[src/rtl/ram_arbiter_pkg.sv]
// Shared definitions for the SRAM data-port arbiter: host limits, index type
// and the modular increment used by the round-robin scan.
package ram_arbiter_pkg;

    localparam int MAX_HOSTS = 8;

    typedef logic [2:0] host_idx_t;

    // (a + b) mod n for a, b already below n.
    function automatic int wrap_add(input int a, input int b, input int n);
        return (a + b >= n) ? (a + b - n) : (a + b);
    endfunction

endpackage

[src/rtl/rr_arbiter.sv]
// Generic N-way round-robin pick: the first requester at or after ptr wins.
// Purely combinational; the pointer register lives in the caller.
module rr_arbiter
    import ram_arbiter_pkg::*;
#(
    parameter int N = 2
) (
    input  logic [N-1:0] req,
    input  host_idx_t    ptr,
    output logic [N-1:0] gnt,
    output host_idx_t    idx,
    output logic         valid
);

    always_comb begin
        // NOTE: every output gets a default first so no path through the loop infers a latch.
        gnt   = '0;
        idx   = '0;
        valid = 1'b0;
        for (int i = 0; i < N; i++) begin
            for (int j = 0; j < N; j++) begin
                if (!valid && req[j] && (wrap_add(int'(ptr), i, N) == j)) begin
                    valid  = 1'b1;
                    gnt[j] = 1'b1;
                    idx    = host_idx_t'(j);
                end
            end
        end
    end

endmodule

[src/rtl/ram_arbiter.sv]
// Shares the SRAM data port between Ibex-style req/gnt/rvalid hosts with a
// round-robin grant; requests outside the memory window are answered as errors.
module ram_arbiter
    import ram_arbiter_pkg::*;
#(
    parameter int          NumHosts  = 2,
    parameter int          AddrWidth = 32,
    parameter int          DataWidth = 32,
    parameter logic [31:0] MemStart  = 32'h0010_0000,
    parameter int unsigned MemSize   = 64 * 1024
) (
    input  logic                            clk_i,
    input  logic                            rst_i,
    input  logic [NumHosts-1:0]             host_req_i,
    output logic [NumHosts-1:0]             host_gnt_o,
    input  logic [NumHosts-1:0]             host_we_i,
    input  logic [NumHosts*DataWidth/8-1:0] host_be_i,
    input  logic [NumHosts*AddrWidth-1:0]   host_addr_i,
    input  logic [NumHosts*DataWidth-1:0]   host_wdata_i,
    output logic [NumHosts-1:0]             host_rvalid_o,
    output logic [DataWidth-1:0]            host_rdata_o,
    output logic                            host_err_o,
    output logic                            mem_req_o,
    output logic                            mem_we_o,
    output logic [DataWidth/8-1:0]          mem_be_o,
    output logic [AddrWidth-1:0]            mem_addr_o,
    output logic [DataWidth-1:0]            mem_wdata_o,
    input  logic                            mem_rvalid_i,
    input  logic [DataWidth-1:0]            mem_rdata_i
);

    localparam int                   BeWidth = DataWidth / 8;
    localparam logic [AddrWidth-1:0] WinMask = ~AddrWidth'(MemSize - 1);
    localparam logic [AddrWidth-1:0] MemBase = AddrWidth'(MemStart);

    host_idx_t             rr_q;
    host_idx_t             win_idx;
    logic [NumHosts-1:0]   arb_gnt;
    logic                  arb_valid;
    logic                  any_gnt;
    logic                  in_range;

    logic                  sel_we;
    logic [BeWidth-1:0]    sel_be;
    logic [AddrWidth-1:0]  sel_addr;
    logic [DataWidth-1:0]  sel_wdata;

    logic                  resp_valid_q;
    logic                  resp_err_q;
    host_idx_t             resp_idx_q;

    rr_arbiter #(.N(NumHosts)) u_rr_arbiter (
        .req   (host_req_i),
        .ptr   (rr_q),
        .gnt   (arb_gnt),
        .idx   (win_idx),
        .valid (arb_valid)
    );

    // Grants are suppressed while reset is high so nothing reaches the memory.
    assign any_gnt    = arb_valid & ~rst_i;
    assign host_gnt_o = rst_i ? '0 : arb_gnt;

    // One-hot AND-OR mux of the winning host's request fields.
    always_comb begin
        sel_we    = 1'b0;
        sel_be    = '0;
        sel_addr  = '0;
        sel_wdata = '0;
        for (int h = 0; h < NumHosts; h++) begin
            if (arb_gnt[h]) begin
                sel_we    = host_we_i[h];
                sel_be    = host_be_i[h*BeWidth +: BeWidth];
                sel_addr  = host_addr_i[h*AddrWidth +: AddrWidth];
                sel_wdata = host_wdata_i[h*DataWidth +: DataWidth];
            end
        end
    end

    assign in_range    = (sel_addr & WinMask) == MemBase;
    assign mem_req_o   = any_gnt & in_range;
    assign mem_we_o    = sel_we;
    assign mem_be_o    = sel_be;
    assign mem_wdata_o = sel_wdata;
    assign mem_addr_o  = (sel_addr - MemBase) >> 2;

    always_ff @(posedge clk_i or posedge rst_i) begin
        if (rst_i) begin
            rr_q         <= '0;
            resp_valid_q <= 1'b0;
            resp_err_q   <= 1'b0;
            resp_idx_q   <= '0;
        end else if (any_gnt) begin
            // NOTE: non-blocking assignments keep every register sampling pre-edge values.
            rr_q         <= (win_idx == host_idx_t'(NumHosts - 1)) ? '0 : win_idx + 3'd1;
            resp_valid_q <= 1'b1;
            resp_err_q   <= ~in_range;
            resp_idx_q   <= win_idx;
        end else begin
            resp_valid_q <= 1'b0;
            resp_err_q   <= 1'b0;
            resp_idx_q   <= '0;
        end
    end

    always_comb begin
        host_rvalid_o = '0;
        for (int h = 0; h < NumHosts; h++) begin
            host_rvalid_o[h] = resp_valid_q && (resp_idx_q == host_idx_t'(h));
        end
    end

    assign host_err_o   = resp_err_q;
    assign host_rdata_o = resp_err_q ? '0 : mem_rdata_i;

    // The memory must answer exactly the in-range grants of the previous cycle.
    mem_rvalid_matches_grant : assert property (
        @(posedge clk_i) disable iff (rst_i) mem_rvalid_i == (resp_valid_q & ~resp_err_q)
    );

endmodule

[config.mk]
export PLATFORM = sky130hd
export DESIGN_NAME = ram_arbiter
export DESIGN_NICKNAME = d
export VERILOG_FILES = /design/src/rtl/ram_arbiter_pkg.sv /design/src/rtl/rr_arbiter.sv /design/src/rtl/ram_arbiter.sv
export SDC_FILE = /design/constraint.sdc
export NUM_CORES = 1
export LEC_CHECK = 0
export ABC_AREA = 1
export CAP_MARGIN = 30
export CORE_MARGIN = 10
export CORE_UTILIZATION = 20
export CTS_CLUSTER_SIZE = 28
export DETAILED_ROUTE_END_ITERATION = 10
export GPL_TIMING_DRIVEN = 0
export PLACE_DENSITY = 0.75
export SETUP_SLACK_MARGIN = 0.5
export SYNTH_ARGS = -nofsm -noshare
export SYNTH_HDL_FRONTEND = slang
export SYNTH_SLANG_ARGS = --single-unit
[constraint.sdc]
create_clock -name clk_i -period 1.6 [get_ports clk_i]
set_clock_uncertainty 0.15 [all_clocks]
set_input_delay 0.16 -clock clk_i [delete_from_list [all_inputs] [get_ports clk_i]]
set_output_delay 0.16 -clock clk_i [all_outputs]
set_load 0.05 [all_outputs]
==> results of run 1 <==
==> worst max-delay path, delay by kind of cell, from the launching register on <==
kind                     cells  cell delay [ps]
adder cells (fa/ha/maj)      1              170
buffers and inverters        3              360
flip-flops                   1              410
AND/OR/NAND/NOR              8              780
==> worst min-delay path by stage <==
stage	endpoint	slack (ps)	cells after the start
after floorplan	resp_idx_q[0]	-220	1
after global placement	resp_idx_q[0]	330	3
after detailed placement	resp_idx_q[0]	340	3
after CTS	resp_idx_q[0]	120	3
after global routing	resp_idx_q[0]	140	3
final	resp_idx_q[0]	120	3
==> power groups by stage <==
| stage | Clock [W] | Sequential, W | Combinational [W] |
|---|---|---|---|
| after global placement | 0 | 0.000124 | 0.00304 |
| after detailed placement | 0 | 0.000125 | 0.00305 |
| after CTS | 0.000225 | 0.000124 | 0.00323 |
| after global routing | 0.000236 | 0.000123 | 0.00342 |
| after floorplan | 0 | 0.000128 | 0.00196 |
| final | 0.000220 | 0.000122 | 0.00328 |
==> through the flow <==
| step | setup slack [ps] | total power [W] | setup TNS (ps) | hold slack [ps] |
|---|---|---|---|---|
| 6_report | -667 | 0.00362 | -30690 | 124 |
| 3_3_place_gp | -1330 | 0.00316 | -67210 | 335 |
| 3_5_place_dp | -1350 | 0.00318 | -67830 | 342 |
| 4_1_cts | -679 | 0.00358 | -46940 | 122 |
| 2_1_floorplan | -571 | 0.00209 | -4530 | -224 |
| 5_1_grt | -767 | 0.00378 | -34470 | 145 |
==> registers in the layout, indices dropped and copies added, names as in the netlist <==
register and cells:
host_err_o 1, resp_idx_q 1, resp_valid_q 1, rr_q 1
==> logic make-up (layout without fill, tap and decap cells) <==
kind of cell	count (synthesis)	after routing	share of synthesized area, %
compound gates	57	57	27.9
xor+xnor	5	5	2.53
fa+ha+maj	2	2	1.45
buf+inv	75	384	18.9
flops	4	4	5.79
other cells	1	2	0.217
simple gates	145	145	43.3
==> area by class of cell <==
class	count	area share (%)
clock buffers	4	0.731
repair buffers	305	49.3
well taps	105	2.13
inverters	54	3.54
flip-flops and latches	4	1.65
multi-input cells	211	38.6
plain buffers	21	4.06
==> layout by cell type (no fill, tap or decap), types with 2 or more instances in the layout <==
cell and n:
nand3_2 12, clkbuf_16 3, inv_1 43, nor2_1 7, nand2_1 20, nand3_1 17, clkdlybuf4s50_1 167, buf_8 44
ha_4 2, inv_2 7, nor2_2 2, buf_2 44, nand2_4 17, nand3_4 3, clkinvlp_4 2, a21oi_1 2
nand2_8 2, o21ai_4 2, clkdlybuf4s15_2 7, dfrtp_1 3, nand2_2 16, a22o_4 51, buf_12 2, clkbuf_8 3
nor2_4 46, nand3b_1 2, conb_1 2, buf_6 20, buf_4 36, xor2_4 4
==> what timing repair did <==
action | 4_1_cts | 5_1_grt
endpoints found under the setup margin | 107 | 109
pin swaps | 27 | 27
resized for setup | 451 | 230
cloned | 1 | 2
setup buffers | 18 | 12
==> metal layers <==
metal / global-route usage (%) / vias to the layer above
met3: 10.3 / 16
met4: 3.13 / 0
li1: - / 1560
met1: 19.5 / 1512
met5: 0 / -
met2: 40.6 / 158
==> flow_metrics.tcl, run 1 <==
set metrics [dict create \
    htreeDepth 1 \
    worst_path_most_repeated_cell "nand2_4" \
    place_hpwl_um 12300 \
    r2r_setup_slack_ps -190 \
    power_density_nw_per_um2 588 \
    clk_latency_ps 210 \
    gr-usage-all-layers_pct 20.9 \
    topRoutingLayerUsed "met4" \
    failed_checks "setup timing" \
    ys_types 26 \
    synth_top_area_share_pct 25.8 \
    routabilityCongestion 0.856 \
    seq_area_um2 101 \
    regToRegEndpoint "host_err_o" \
    setup_viol 69 \
    dieArea_um2 12800 \
    max_stage_delay_ps 410 \
    portBuffers 272 \
    syn_inst 289 \
    yosys.area.top_type "a22o_1" \
    cts_inserted_buffers 3 \
    stdcell_area_um2 6160 \
    routed_wl_um 14500 \
    clk_pin_slew_worst_paths_ps 30 \
    synth.avg_cell_area_um2 5.98 \
    pwr-share-comb_pct 90.6 \
    relSlewSlack_pct 64.2 \
    rr_startpoint "rr_q[0]" \
    via_per_inst 4.61 \
    endpoint_kind "output port" \
    postPlaceCellArea_um2 5650 \
    grt_pass1_vias 3528 \
    tritoncts "yes" \
    seq_power_share_pct 3.4 \
    startpoint "rr_q[0]" \
    intPower_w 0.00170 \
    via_count 3246 \
    worst_pin_slew_ps 537 \
    synth_seq_cells 4 \
    dp.cells 667 \
    ir_drop_v 0.000312 \
    grt_max_degree 11 \
    antenna_found_initial 0 \
    maxSlewViolCount 0 \
    critPathRequiredTime_ps 1290 \
    fin_util_pct 74.2 \
    period_minus_slack_ps 2270 \
    crit_slowest_cell "dfrtp_1" \
    worstHoldStart "host_req_i[1]" \
    synth-edff-count 0 \
    num_antenna_cells 0 \
    cp.arrival_ps 1960 \
    drc 0 \
    ys_seq_area_share_pct 5.79 \
    multi_input_area_um2 2380 \
    initial_core_util_pct 20.8 \
    r2r_cells 10 \
    fp.coreArea_um2 8300 \
    drt_iter0_drc 119 \
    syn_area_um2 1730 \
    switchingPower_w 0.00192 \
    ant_nets 0 \
    path_cells "inv_2 > nand2_4 > nand3_1 > nand2_4 > clkinvlp_4 > ha_4 > nand2_8 > nor2_4 > nand2_2 > nand2_2 > nand2_4 > buf_8" \
    rows 33 \
    cts_hold_buf 0 \
    synth_warnings 0 \
    p_leak_nw 2.84 \
    cts_max_path_buffers 2 \
    drv_cap 0 \
    synthTopCellsByArea "a22o_1 26%, inv_1 11%, nor2_1 10%" \
    first_pass_iters 4 \
    status "complete, but fails checks" \
    postSynth.asyncResetShare_pct 100 \
    power.clock.fraction_pct 6.1 \
    synth.top_cells.by_count "51 x a22o_1, 49 x inv_1, 46 x nor2_1, 39 x nand2_1, 26 x nand3_1" \
    ys.flop_type "dfrtp_1" \
    hold_path_class "in2reg" \
    nNetsFinal 777 \
    cts_sinks 4 \
    root_buffer "clkbuf_8" \
    crit_type "reg2out" \
    nFillCells 608 \
    fin_crit_sh_pct 142 \
    drive_gt1_share_pct 55.6 \
    grt_first_pass_wirelength_um 21300 \
    wl_met2_um 7920 \
    timing.fmax_ghz 0.441 \
    worstSetupEndpoint "mem_addr_o[28]" \
    rsz0062_at_grt "yes" \
    io_pins 282 \
    wl_met1_um 4640 \
    crit_path_max_fanout 6 \
    route.met3.wl_um 1680 \
    setup_ws_ps -667 \
    die_y_um 113 \
    die_x_um 113 \
    hold_viol_final 0 \
    synth_most_common_cell "a22o_1" \
    switching_share_pct 53.2 \
    crit_path_start_kind "flip-flop" \
    wl_per_cell_um 20.6 \
    final_cells 704 \
    synthToLayoutAreaGrowth_pct 256 \
    overflow 0 \
]
Note: power is estimated with default switching activity, not from simulation.
==> run 2: changes to the inputs <==
--- a/config.mk
+++ b/config.mk
@@ -7,6 +7,7 @@
 export LEC_CHECK = 0
 export ABC_AREA = 1
 export CAP_MARGIN = 30
+export CORE_ASPECT_RATIO = 1.75
 export CORE_MARGIN = 10
 export CORE_UTILIZATION = 20
 export CTS_CLUSTER_SIZE = 28
@@ -14,6 +15,7 @@
 export GPL_TIMING_DRIVEN = 0
 export PLACE_DENSITY = 0.75
 export SETUP_SLACK_MARGIN = 0.5
+export SLEW_MARGIN = 10
 export SYNTH_ARGS = -nofsm -noshare
 export SYNTH_HDL_FRONTEND = slang
 export SYNTH_SLANG_ARGS = --single-unit
==> run 2 against run 1 <==
  * The flow still finishes with violations (setup timing)
  * First-iteration DRC count is 17% lower
  * Critical endpoint is now mem_addr_o[27]
  * Count of clock-buffer cells in the layout unchanged
  * Total power is 16% higher
  * Global-route usage grew 1.8 points
  * Combinational power up 12%
  * Cell count up 3.7%
  * Clock power is 88% higher
  * Largest power group unchanged
  * Die area grew 1.2%
  * Largest cell class unchanged
  * Maximum frequency fell by 0.69%
==> flow_metrics.tcl, run 2 (synthesized netlist as in run 1, its figures left out) <==
set metrics [dict create \
    crit_slowest_cell "dfrtp_1" \
    worst_path_most_repeated_cell "nand2_4" \
    cts_max_path_buffers 2 \
    die_y_um 143 \
    path_cells "inv_2 > nand2_4 > buf_8 > nand3_4 > nand2_4 > buf_6 > nor2_4 > nand2_4 > buf_6 > inv_2 > nand3_2 > nand2_2 > nand2_4 > buf_8" \
    clk_latency_ps 230 \
    max_stage_delay_ps 400 \
    setup_viol 94 \
    root_buffer "clkbuf_16" \
    status "complete, but fails checks" \
    worstSetupEndpoint "mem_addr_o[27]" \
    grt_pass1_vias 3734 \
    preCtsSetupSlack_ps -1410 \
    cts_inserted_buffers 3 \
    wl_per_cell_um 22.0 \
    via_count 3360 \
    critPathRequiredTime_ps 1290 \
    overflow 0 \
    most-common-layout-cells "166 x clkdlybuf4s50_1, 92 x buf_6, 51 x a22o_4" \
    routed_wl_um 16100 \
    cpLargestDelayFamily "buffers and inverters" \
    period_minus_slack_ps 2280 \
    drt_iter0_drc 99 \
    io_pins 282 \
    setup_ws_ps -683 \
    hold_path_class "in2reg" \
    first_pass_iters 4 \
    drv_cap 0 \
    timing.fmax_ghz 0.438 \
    p_leak_nw 3.07 \
    layout_commonest_cell "clkdlybuf4s50_1" \
    grt_use_met1_pct 22.0 \
    cp.arrival_ps 1970 \
    rsz0062_at_grt "yes" \
    dieArea_um2 12900 \
    ir_drop_v 0.000407 \
    htreeDepth 1 \
    worst-path-buf-inv 6 \
    r2r_cells 12 \
    ant_nets 0 \
    routabilityCongestion 0.814 \
    failed_checks "setup timing" \
    synthToLayoutAreaGrowth_pct 293 \
    hold_viol_final 0 \
    drc 0 \
    fin_util_pct 81.3 \
    startpoint "rr_q[0]" \
    fp.coreArea_um2 8370 \
    busiest_layer "met2" \
    crit_type "reg2out" \
    regToRegEndpoint "host_err_o" \
    num_antenna_cells 0 \
    via_per_inst 4.60 \
    power_density_nw_per_um2 616 \
    maxSlewViolCount 0 \
    clk_pin_slew_worst_paths_ps 30 \
    endpoint_kind "output port" \
    use_met3_pct 8.66 \
    final_cells 730 \
    tritoncts "yes" \
    crit_path_start_kind "flip-flop" \
    rows 44 \
    portBuffers 272 \
    nFillCells 505 \
    met2_usage_pct 44.8 \
    rr_startpoint "rr_q[0]" \
    grt_max_degree 11 \
    initial_core_util_pct 20.7 \
    crit_path_max_fanout 7 \
    grt_first_pass_wirelength_um 22800 \
    dp.cells 677 \
    nNetsFinal 793 \
    whs_ps 100 \
    drive_gt1_share_pct 57.9 \
    cp.depth 14 \
    gr-usage-all-layers_pct 22.8 \
    cts_sinks 4 \
    fin_crit_sh_pct 143 \
    place_hpwl_um 13400 \
    tns_ps -35240 \
    antenna_found_initial 0 \
    r2r_setup_slack_ps -140 \
    die_x_um 90.3 \
]
## run 2: cell types whose count changed in the layout (fill, tap and decap cells not counted), sizes merged
cell	change
dlygate4sd3	+1
clkdlybuf4s15	-7
clkdlybuf4s50	-1
bufbuf	-1
buf	+18
dlygate4sd2	+1
clkbuf	+5
## run 2: how the worst min path moves through the flow
stage               cells past startpoint     startpoint  slack (ps)       endpoint
finish                                  3  host_req_i[1]         100  resp_idx_q[0]
global route                            3  host_req_i[1]         110  resp_idx_q[0]
CTS                                     3  host_req_i[1]         100  resp_idx_q[0]
detailed placement                      3  host_req_i[1]         350  resp_idx_q[0]
global placement                        3  host_req_i[1]         350  resp_idx_q[0]
floorplan                               1          rst_i        -220  resp_idx_q[0]
## run 2: layout make-up
class / count / area (um2) / share of cell area (%)
Timing Repair Buffer: 321 / 3550 / 52.3
Buffer: 21 / 288 / 4.23
Tap cell: 115 / 144 / 2.12
Sequential cell: 4 / 101 / 1.49
Clock buffer: 4 / 78.8 / 1.16
Multi-Input combinational cell: 211 / 2420 / 35.6
Inverter: 54 / 215 / 3.16
## run 2: stage by stage
stage          cell area (um2)  power, W
6_report                  6800   0.00419
4_1_cts                   6440   0.00402
2_1_floorplan             2800   0.00209
3_5_place_dp              5670   0.00321
3_3_place_gp              5670   0.00318
5_1_grt                   6800   0.00435
## run 2: repair_timing
item                       in CTS  in global routing
gates resized for setup       802                 60
pin swaps                      21                 27
setup endpoints to repair     107                108
setup buffers                  29                 14
hold buffers                    1                  0
cloned                          2                  3
hold endpoints to repair        4                  0
## run 2: layer usage
metal	up-vias	wire length (um)
met1	1558	5280
met4	0	231
met2	199	8920
met3	12	1610
li1	1591	-
met5	-	0
## run 2: where the power goes
| group | switching (W) | internal [W] |
|---|---|---|
| Clock | 0.0000835 | 0.000330 |
| Sequential | 0.00000781 | 0.000110 |
| Combinational | 0.00197 | 0.00169 |
## run 2: tightest hold or removal path: cells and delay by family
family	cells	cell delay [ps]
buffers and inverters	1	140
AND/OR/NAND/NOR	2	130
